`config.mk`:
```
export PLATFORM = sky130hd
export DESIGN_NAME = astep_lane_spi_responder
export DESIGN_NICKNAME = d
export VERILOG_FILES = /design/src/rtl/astep_lane_pkg.sv /design/src/rtl/lane_byte_fifo.sv /design/src/rtl/astep_lane_spi_responder.sv
export SDC_FILE = /design/constraint.sdc
export NUM_CORES = 1
export LEC_CHECK = 0
export CAP_MARGIN = 30
export CORE_AREA = 2 2 142 110
export DETAILED_ROUTE_END_ITERATION = 10
export DIE_AREA = 0 0 144 112
export GPL_TIMING_DRIVEN = 0
export PLACE_DENSITY = 0.83
export SETUP_SLACK_MARGIN = 0.4
export SYNTH_ARGS = -nofsm -noshare
export SYNTH_HDL_FRONTEND = slang
export SYNTH_SLANG_ARGS = --single-unit
```
`constraint.sdc`:
```
create_clock -name sysclk -period 5.41 [get_ports sysclk]
set_input_delay 0.8115 -clock sysclk [delete_from_list [all_inputs] [get_ports sysclk]]
set_output_delay 0.8115 -clock sysclk [all_outputs]
set_load 0.01 [all_outputs]
```
`src/rtl/astep_lane_pkg.sv`:
```
// Shared types and constants for the AstroPix lane SPI responder.
// Provides the byte type, the lane FSM states and the per-frame pop-count helper.
package astep_lane_pkg;

  typedef logic [7:0] byte_t;

  typedef enum logic [1:0] {
    IDLE  = 2'd0,
    LOAD  = 2'd1,
    SHIFT = 2'd2,
    ABORT = 2'd3
  } lane_state_t;

  localparam byte_t IDLE_BYTE_DEFAULT = 8'hBC;
  localparam int    SPI_FRAME_BITS    = 8;

  // Bytes taken from the FIFO for one frame: none while held, otherwise up to two.
  function automatic logic [1:0] lane_pop_count(input int level, input logic hold);
    logic [1:0] n;
    if (hold) begin
      n = 2'd0;
    end else if (level >= 2) begin
      n = 2'd2;
    end else if (level == 1) begin
      n = 2'd1;
    end else begin
      n = 2'd0;
    end
    return n;
  endfunction

endpackage

```
`src/rtl/lane_byte_fifo.sv`:
```
// Synchronous byte FIFO with a two-entry peek (head, head+1) and a 0/1/2 pop per cycle.
// Full means not ready, regardless of any pop in the same cycle.
module lane_byte_fifo
  import astep_lane_pkg::*;
#(
  parameter int DEPTH = 16
) (
  input  logic                     clk,
  input  logic                     rst,
  input  logic [7:0]               push_data,
  input  logic                     push_valid,
  output logic                     push_ready,
  input  logic [1:0]               pop_cnt,
  output logic [7:0]               head,
  output logic [7:0]               head_next,
  output logic [$clog2(DEPTH):0]   level
);

  localparam int AW = $clog2(DEPTH);
  localparam int LW = AW + 1;

  byte_t            mem_r [DEPTH];
  logic [AW-1:0]    wr_ptr_r;
  logic [AW-1:0]    rd_ptr_r;
  logic [AW-1:0]    rd_ptr_p1_s;
  logic [LW-1:0]    level_r;
  logic             push_s;

  assign push_ready  = (level_r != LW'(DEPTH));
  assign push_s      = push_valid && push_ready;
  assign rd_ptr_p1_s = rd_ptr_r + AW'(1);
  assign head        = mem_r[rd_ptr_r];
  assign head_next   = mem_r[rd_ptr_p1_s];
  assign level       = level_r;

  // Storage array; contents need no reset since level gates every read.
  always_ff @(posedge clk) begin
    if (push_s) begin
      mem_r[wr_ptr_r] <= push_data;
    end
  end

  // Pointer and occupancy bookkeeping; push and pop may land in the same cycle.
  always_ff @(posedge clk or posedge rst) begin
    if (rst) begin
      wr_ptr_r <= '0;
      rd_ptr_r <= '0;
      level_r  <= '0;
    end else begin
      if (push_s) begin
        wr_ptr_r <= wr_ptr_r + AW'(1);
      end
      rd_ptr_r <= rd_ptr_r + AW'(pop_cnt);
      level_r  <= level_r + LW'(push_s) - LW'(pop_cnt);
    end
  end

endmodule

```
`src/rtl/astep_lane_spi_responder.sv`:
```
// Chip-side SPI responder for one AstroPix lane: returns FIFO bytes on two MISO lanes,
// captures MOSI bytes, flags pending data on interruptn and honours hold.
module astep_lane_spi_responder
  import astep_lane_pkg::*;
#(
  parameter int    FIFO_DEPTH  = 16,
  parameter byte_t IDLE_BYTE   = IDLE_BYTE_DEFAULT,
  parameter int    SYNC_STAGES = 2
) (
  input  logic                          sysclk,
  input  logic                          rst,
  input  logic                          spi_clk,
  input  logic                          spi_csn,
  input  logic                          spi_mosi,
  output logic [1:0]                    spi_miso,
  output logic                          interruptn,
  input  logic                          hold,
  input  logic [7:0]                    data_in,
  input  logic                          data_in_valid,
  output logic                          data_in_ready,
  output logic [7:0]                    rx_byte,
  output logic                          rx_valid,
  output logic [$clog2(FIFO_DEPTH):0]   fifo_level,
  output logic [7:0]                    abort_count
);

  logic [SYNC_STAGES-1:0] clk_sync_r;
  logic [SYNC_STAGES-1:0] csn_sync_r;
  logic [SYNC_STAGES-1:0] mosi_sync_r;
  logic [SYNC_STAGES-1:0] hold_sync_r;
  logic                   clk_s, csn_s, mosi_s, hold_s;
  logic                   clk_prev_r, csn_prev_r;
  logic                   clk_rise_s, clk_fall_s, csn_fall_s;

  lane_state_t            state_r;
  logic [2:0]             bit_cnt_r;
  logic [6:0]             rx_shift_r;
  logic [7:0]             rx_next_s;
  logic [6:0]             tx0_r, tx1_r;
  byte_t                  tx0_s, tx1_s;
  byte_t                  head_s, head1_s;
  logic [1:0]             pop_cnt_s;
  logic [1:0]             miso_r;
  logic [7:0]             rx_byte_r;
  logic                   rx_valid_r;
  logic [7:0]             abort_cnt_r;
  logic                   interruptn_r;

  lane_byte_fifo #(
    .DEPTH (FIFO_DEPTH)
  ) u_fifo (
    .clk        (sysclk),
    .rst        (rst),
    .push_data  (data_in),
    .push_valid (data_in_valid),
    .push_ready (data_in_ready),
    .pop_cnt    (pop_cnt_s),
    .head       (head_s),
    .head_next  (head1_s),
    .level      (fifo_level)
  );

  // Input synchronizers; csn rests high so reset cannot fake a frame start.
  always_ff @(posedge sysclk or posedge rst) begin
    if (rst) begin
      clk_sync_r  <= '0;
      csn_sync_r  <= '1;
      mosi_sync_r <= '0;
      hold_sync_r <= '0;
      clk_prev_r  <= 1'b0;
      csn_prev_r  <= 1'b1;
    end else begin
      clk_sync_r  <= {clk_sync_r[SYNC_STAGES-2:0], spi_clk};
      csn_sync_r  <= {csn_sync_r[SYNC_STAGES-2:0], spi_csn};
      mosi_sync_r <= {mosi_sync_r[SYNC_STAGES-2:0], spi_mosi};
      hold_sync_r <= {hold_sync_r[SYNC_STAGES-2:0], hold};
      clk_prev_r  <= clk_s;
      csn_prev_r  <= csn_s;
    end
  end

  assign clk_s      = clk_sync_r[SYNC_STAGES-1];
  assign csn_s      = csn_sync_r[SYNC_STAGES-1];
  assign mosi_s     = mosi_sync_r[SYNC_STAGES-1];
  assign hold_s     = hold_sync_r[SYNC_STAGES-1];
  assign clk_rise_s = clk_s & ~clk_prev_r;
  assign clk_fall_s = ~clk_s & clk_prev_r;
  assign csn_fall_s = ~csn_s & csn_prev_r;
  assign rx_next_s  = {rx_shift_r, mosi_s};

  // Pop request and first-bit selection; only the LOAD cycle consumes FIFO bytes.
  always_comb begin
    pop_cnt_s = 2'd0;
    if (state_r == LOAD) begin
      pop_cnt_s = lane_pop_count(int'(fifo_level), hold_s);
    end else begin
      pop_cnt_s = 2'd0;
    end
    tx0_s = (pop_cnt_s != 2'd0) ? head_s  : IDLE_BYTE;
    tx1_s = (pop_cnt_s == 2'd2) ? head1_s : IDLE_BYTE;
  end

  // Lane FSM; a SHIFT with csn high and no pending rising edge is an abort.
  always_ff @(posedge sysclk or posedge rst) begin
    if (rst) begin
      state_r     <= IDLE;
      bit_cnt_r   <= 3'(SPI_FRAME_BITS - 1);
      rx_shift_r  <= 7'd0;
      tx0_r       <= 7'd0;
      tx1_r       <= 7'd0;
      miso_r      <= 2'b00;
      rx_byte_r   <= 8'd0;
      rx_valid_r  <= 1'b0;
      abort_cnt_r <= 8'd0;
    end else begin
      rx_valid_r <= 1'b0;
      case (state_r)
        IDLE: begin
          miso_r <= 2'b00;
          if (csn_fall_s) begin
            state_r <= LOAD;
          end else begin
            state_r <= IDLE;
          end
        end
        LOAD: begin
          tx0_r     <= tx0_s[6:0];
          tx1_r     <= tx1_s[6:0];
          miso_r    <= {tx1_s[7], tx0_s[7]};
          bit_cnt_r <= 3'(SPI_FRAME_BITS - 1);
          state_r   <= SHIFT;
        end
        SHIFT: begin
          if (clk_rise_s) begin
            rx_shift_r <= rx_next_s[6:0];
            if (bit_cnt_r == 3'd0) begin
              rx_byte_r  <= rx_next_s;
              rx_valid_r <= 1'b1;
              if (csn_s) begin
                miso_r  <= 2'b00;
                state_r <= IDLE;
              end else begin
                state_r <= LOAD;
              end
            end else begin
              bit_cnt_r <= bit_cnt_r - 3'd1;
            end
          end else if (csn_s) begin
            miso_r  <= 2'b00;
            state_r <= ABORT;
            if (abort_cnt_r != 8'hFF) begin
              abort_cnt_r <= abort_cnt_r + 8'd1;
            end
          end else if (clk_fall_s && (bit_cnt_r != 3'(SPI_FRAME_BITS - 1))) begin
            // Falling edges before the first rising edge belong to the previous frame.
            miso_r <= {tx1_r[6], tx0_r[6]};
            tx0_r  <= {tx0_r[5:0], 1'b0};
            tx1_r  <= {tx1_r[5:0], 1'b0};
          end
        end
        ABORT: begin
          miso_r  <= 2'b00;
          state_r <= IDLE;
        end
        default: begin
          miso_r  <= 2'b00;
          state_r <= IDLE;
        end
      endcase
    end
  end

  // Data-pending flag, one cycle behind the occupancy it reports.
  always_ff @(posedge sysclk or posedge rst) begin
    if (rst) begin
      interruptn_r <= 1'b1;
    end else begin
      interruptn_r <= ~((|fifo_level) && !hold_s);
    end
  end

  assign spi_miso    = miso_r;
  assign interruptn  = interruptn_r;
  assign rx_byte     = rx_byte_r;
  assign rx_valid    = rx_valid_r;
  assign abort_count = abort_cnt_r;

endmodule

```
# [After elaboration in Yosys (flattened, before gate mapping)]
# Memory sizes are Yosys's and may differ from the RTL's.
# Cells that the tools add are included.
[totals] register_bits=69 mem_bits_rw=128 in_bits=15 n_memories=1
[memory_table] name="u_fifo.mem_r" depth=16 width=8 rd=2 rd_ports_with_merged_regs=0 write_ports=1 line="lane_byte_fifo.sv:22" text="byte_t mem_r [DEPTH];"
[classes] addsub=7 order_cmp=1 eq_ne=17 muxes=34 bitwise_logic=8 n_reduce_logical=17
[ops] op="$mux W7" n=6
[ops] op="$pmux W7 S2" n=2
[ops] op="$mux W2" n=11
[ops] op="$mux W8" n=2
[ops] op="$ne A3 B3 Y1 const B" n=5
[ops] op="$ne A2 B2 Y1 const B" n=5
[ops] op="$reduce_and A3 Y1" n=3
[ops] op="$add A4 B1 Y4 const B" n=2
[ops] op="$add A8 B1 Y8 const B" n=1
[ops] op="$mux W1" n=8
[ops] op="$ne A8 B8 Y1 const B" n=1
[ops] op="$pmux W2 S4" n=1
[ops] op="$reduce_and A4 Y1" n=2
[ops] op="$eq A2 B2 Y1 const B" n=3
[ops] op="$mux W3" n=2
[ops] op="$pmux W2 S3" n=1
[ops] op="$pmux W3 S2" n=1
[ops] op="$add A5 B1 Y5" n=1
[ops] op="$eq A5 B2 Y1 const B" n=1
[ops] op="$ge A5 B2 Y1 const B" n=1
[ops] op="$ne A5 B5 Y1 const B" n=1
[ops] op="$not A1 Y1" n=5
[ops] op="$reduce_or A5 Y1" n=1
[ops] op="$sub A5 B2 Y5" n=1
[ops] op="11 further kinds" n=17

# [Longest topological paths before layout]
[depth] ltp_word=8 ltp_mapped=14

# [Cells and area by module]
# Synthesis repeated with hierarchy kept, for this count alone.
[hier_totals] cells_unflattened=558 area_unflattened_um2=9306.4
[by_module_without_submodules] mod="lane_byte_fifo" n_inst=1 cells_each=362 area_per_inst_um2=6886.6 seq_area_each_um2=4169.0
[by_module_without_submodules] mod="astep_lane_spi_responder" n_inst=1 cells_each=196 area_per_inst_um2=2419.8 seq_area_each_um2=1410.1

# [Worst setup path after synthesis]
# Ideal clock, no wire load.
[synth_path] kind="flip-flop to flip-flop" start="register state_r[1]" end="register u_fifo.level_r[4] (netlist: u_fifo.level[4])" arrival_time_ps=2489 t_required_ps=5330 path_slack_ps=2841 stages_incl_launch_ff=13 path_cell_list="dfrtp_1 or3b_1 buf_6 a31oi_4 buf_6 inv_2 ha_1 inv_1 fa_1 inv_1 a21oi_1 o21bai_1 xnor2_1"
[synth_via] elab_chain_cells=3
[synth_lines] item="from (decl)" line="astep_lane_spi_responder.sv:35" text="lane_state_t state_r;"
[synth_lines] item="from (signal assigned)" line="astep_lane_spi_responder.sv:106" text="state_r <= IDLE;"
[synth_lines] item="from (signal assigned)" line="astep_lane_spi_responder.sv:121" text="state_r <= LOAD;"
[synth_lines] item="from (signal assigned)" line="astep_lane_spi_responder.sv:123" text="state_r <= IDLE;"
[synth_lines] item="$eq A2 B1 Y1" line="astep_lane_spi_responder.sv:94" text="if (state_r == LOAD) begin"
[synth_lines] item="$mux W2" line="astep_lane_spi_responder.sv:94"
[synth_lines] item="$sub A5 B2 Y5" line="lane_byte_fifo.sv:54" text="level_r <= level_r + LW'(push_s) - LW'(pop_cnt);"
[synth_lines] item="to (signal assigned)" line="lane_byte_fifo.sv:54"
[synth_lines] item="to (decl)" line="lane_byte_fifo.sv:26" text="logic [LW-1:0] level_r;"
# Every way passes these cells.
# A chain may end at the register's enable or synchronous reset.

# [Worst setup path in the final report]
# Same ends and word-level chain as after synthesis.

==> results.tsv <==
stage	metric	value	unit
setup_path	path_class	reg -> reg	
floorplanning	pin_count	41	
cts	cts.sink_count	197	
place	gp_congestion	0.919	
cts	cts_setup_buffers	0	
synth	synth_nets	621	
timing	final_max_slew_viol_count	0	
synth	synthAdderAreaFrac	3.09	%
floorplanning	start_util	63.5	%
place	dp.cells	834	
setup_path	cp.arrival	3330	ps
setup_path	cp.required	5780	ps
layout	layout_commonest_cell	edfxtp_1	
synth	synth-main-ff-cell	edfxtp_1	
layout	layout.nets	686	
layout	layout-drive-gt1-share	24.2	%
synth	synth_compound_area_share	5.92	%
grt	grt_max_degree	41	
layout	diodes	0	
synth	synth_xor_area_share	2.12	%
detailed_routing	routed_wl	21.7	mm
cts	cts_tree	built	
detailed_routing	dr.pass1.iters	6	
timing	tns	0	ps
synth	synth.mux.area_fraction	19.9	%
place	placement.io_buffers	40	
synth	synth_top_family_by_area	multiplexers	
place	dp.final_hpwl	15.1	mm
layout	fin_cells	867	
synth	synth-simple-area-share	5.81	%
power	total_leakage_power	3.94	nW
timing	hold_viol_final	0	
synth	async_reset_ff_share	35.0	%
floorplanning	core_area	0.0148	mm²
timing	post-route-period-util	54.6	%
timing	setup_violations	0	
layout	n_fill_cell	905	
synth	synthesis.area	0.00938	mm²
cts	ctsHoldBuffers	0	
layout	area_growth	14.8	%
setup_path	crit_path_max_fanout	10	
synth	ys_warn_count	0	
floorplanning	dieArea	0.0161	mm²
detailed_routing	via_per_inst	6.63	
detailed_routing	via_count	5748	
synth	ys_seq_elements	197	
cts	cts_buffer_depth	2	
hold_path	hold_path.class	reg -> reg	
place	place_ws	2310	ps
synth	postSynthCellCount	584	
timing	relSlewSlack	28.7	%
run_status	status	complete, no violations	
timing	clock-skew-final	15.1	ps
synth	synth-seq-area-share	59.5	%
cts	numCtsBuffers	17	
floorplanning	die_x	144	µm
detailed_routing	route.detailed.drc	0	
power	total_power	0.00560	W
cts	cts_root_buf	clkbuf_16	
timing	setup_ws	2450	ps
timing	worst_slew_pin_slew	1070	ps
timing	grt_setup_unrepaired	no	
detailed_routing	drt_iter0_markers	836	
run	maxCapViolCount	0	
detailed_routing	wl_per_cell	25.1	µm
grt	grt_pass1_wl	33.9	mm
cts	insertion_delay	450	ps
setup_path	crit_path_start_kind	flop	
grt	grt_pass1_vias	5974	
synth	syn_area_per_cell	16.1	µm²
grt	grtUsageTotal	29.2	%
timing	min_period	2960	ps
timing	fmax	338	MHz
cts	cts_max_level	4	
floorplanning	core.rowCount	39	
setup_path	critPathCaptureType	flop	
cts	post_cts_resized	0	
power	power_density	519	mW/mm²
grt	antenna_found_initial	0	
detailed_routing	ant_nets	0	
power	ir_drop	0.368	mV
layout	final_area	0.0108	mm²
grt	grt_overflow_total	0	
synth	synth.distinct_cells	60	
layout	layout_common_cells	edfxtp_1 (128), dfrtp_1 (62), mux4_2 (58)	
floorplanning	die_h	112	µm
synth	synth_edf_count	128	
cts	path_clk_slew	70	ps
place	post_dp_cell_area	0.0101	mm²
==> cells in the mapped netlist (all sizes together), types with 2 or more instances <==
library cell	instances	area share, %
a21o	4	0.32
xnor2	12	1.2
mux4	58	14
nor2b	5	0.33
nand4	2	0.13
nor2	11	0.44
nor3	7	0.37
o21ai	10	0.53
and3	3	0.20
buf	21	2.1
a32o	5	0.53
a31oi	2	0.29
nand2b	4	0.27
mux2i	29	3.1
nor3b	4	0.32
and2	10	0.67
dfrtp	62	17
a22oi	3	0.24
inv	32	1.3
ha	20	2.7
a211oi	4	0.32
nand4bb	2	0.24
a2bb2oi	9	0.84
nand3	20	1.1
nand2	13	0.52
dfstp	7	2.0
a32oi	3	0.28
o211ai	2	0.16
xor2	9	0.92
edfxtp	128	41
mux2	24	2.9
fa	2	0.43
a21oi	15	0.80
o31ai	4	0.32
a221oi	3	0.28
a41oi	6	0.56
nor4	8	0.53
a2111oi	2	0.25
clkbuf	8	0.32
==> layer usage <==
metal  up-vias  track usage (%)  routed length [µm]
met2       322             45.5               10500
met1      2950             40.8                8720
li1       2429                -                   -
met5         -                0                   0
met3        47             7.61                2000
met4         0             9.87                 497
==> state kept, by name, indices dropped and copies added, names as in the netlist, 2 cells and up <==
name	cells
u_fifo.mem_r	128
mosi_sync_r	2
tx1_r	7
u_fifo.rd_ptr_r	4
clk_sync_r	2
u_fifo.level	5
bit_cnt_r	3
u_fifo.wr_ptr_r	4
rx_byte	8
csn_sync_r	2
rx_shift_r	7
state_r	2
spi_miso	2
hold_sync_r	2
abort_count	8
tx0_r	7
==> report_power, final <==
group	switching, W	internal (W)
sequential	0.000180	0.00188
clock	0.000557	0.000790
combinational	0.00118	0.00100
==> path summary, 6_finish.rpt <==
check                               from            endpoint  slack [ps]  cells past startpoint
max                           state_r[1]     u_fifo.level[4]        2450                     12
min                        csn_sync_r[0]       csn_sync_r[1]         360                      0
max reg2reg                   state_r[1]     u_fifo.level[4]        2450                     12
min reg2reg                csn_sync_r[0]       csn_sync_r[1]         360                      0
max in group asynchronous            rst       csn_sync_r[0]        3770                      3
min in group asynchronous            rst  u_fifo.rd_ptr_r[2]         900                      2
==> final cells by class <==
class | count | area, µm² | area share [%]
Inverter | 33 | 124 | 1.15
Clock buffer | 25 | 574 | 5.33
Tap cell | 205 | 256 | 2.38
Clock inverter | 7 | 75.1 | 0.697
Buffer | 29 | 223 | 2.07
Timing Repair Buffer | 46 | 462 | 4.28
Sequential cell | 197 | 5580 | 51.8
Multi-Input combinational cell | 325 | 3480 | 32.3
==> through the flow <==
| step | hold slack, ps | util, % |
|---|---|---|
| CTS | 356 | 72.8 |
| global route | 354 | 72.9 |
| floorplan | 331 | - |
| global placement | 332 | 67.9 |
| detailed placement | 344 | 68.4 |
| finish | 355 | 72.9 |
==> cells by family (layout without fill, tap and decap cells) <==
family	after synthesis	after routing
DFF	197	197
muxes	111	111
and+or+nand+nor	97	97
AOI/OAI and AO/OA	74	74
buffers and inverters	62	140
adders and majority gates	22	22
xor gates and xnor gates	21	21
==> critical path, cell delays in order, from the launching register on <==
cell and delay (ps):
dfrtp_1 480, or3b_1 400, buf_6 160, a31oi_4 320, buf_6 210, inv_2 80, ha_1 290, inv_1 60
fa_1 450, inv_1 70, a21oi_1 60, o21bai_1 150, xnor2_1 140
No activity file was read; power rests on OpenSTA's default activity.
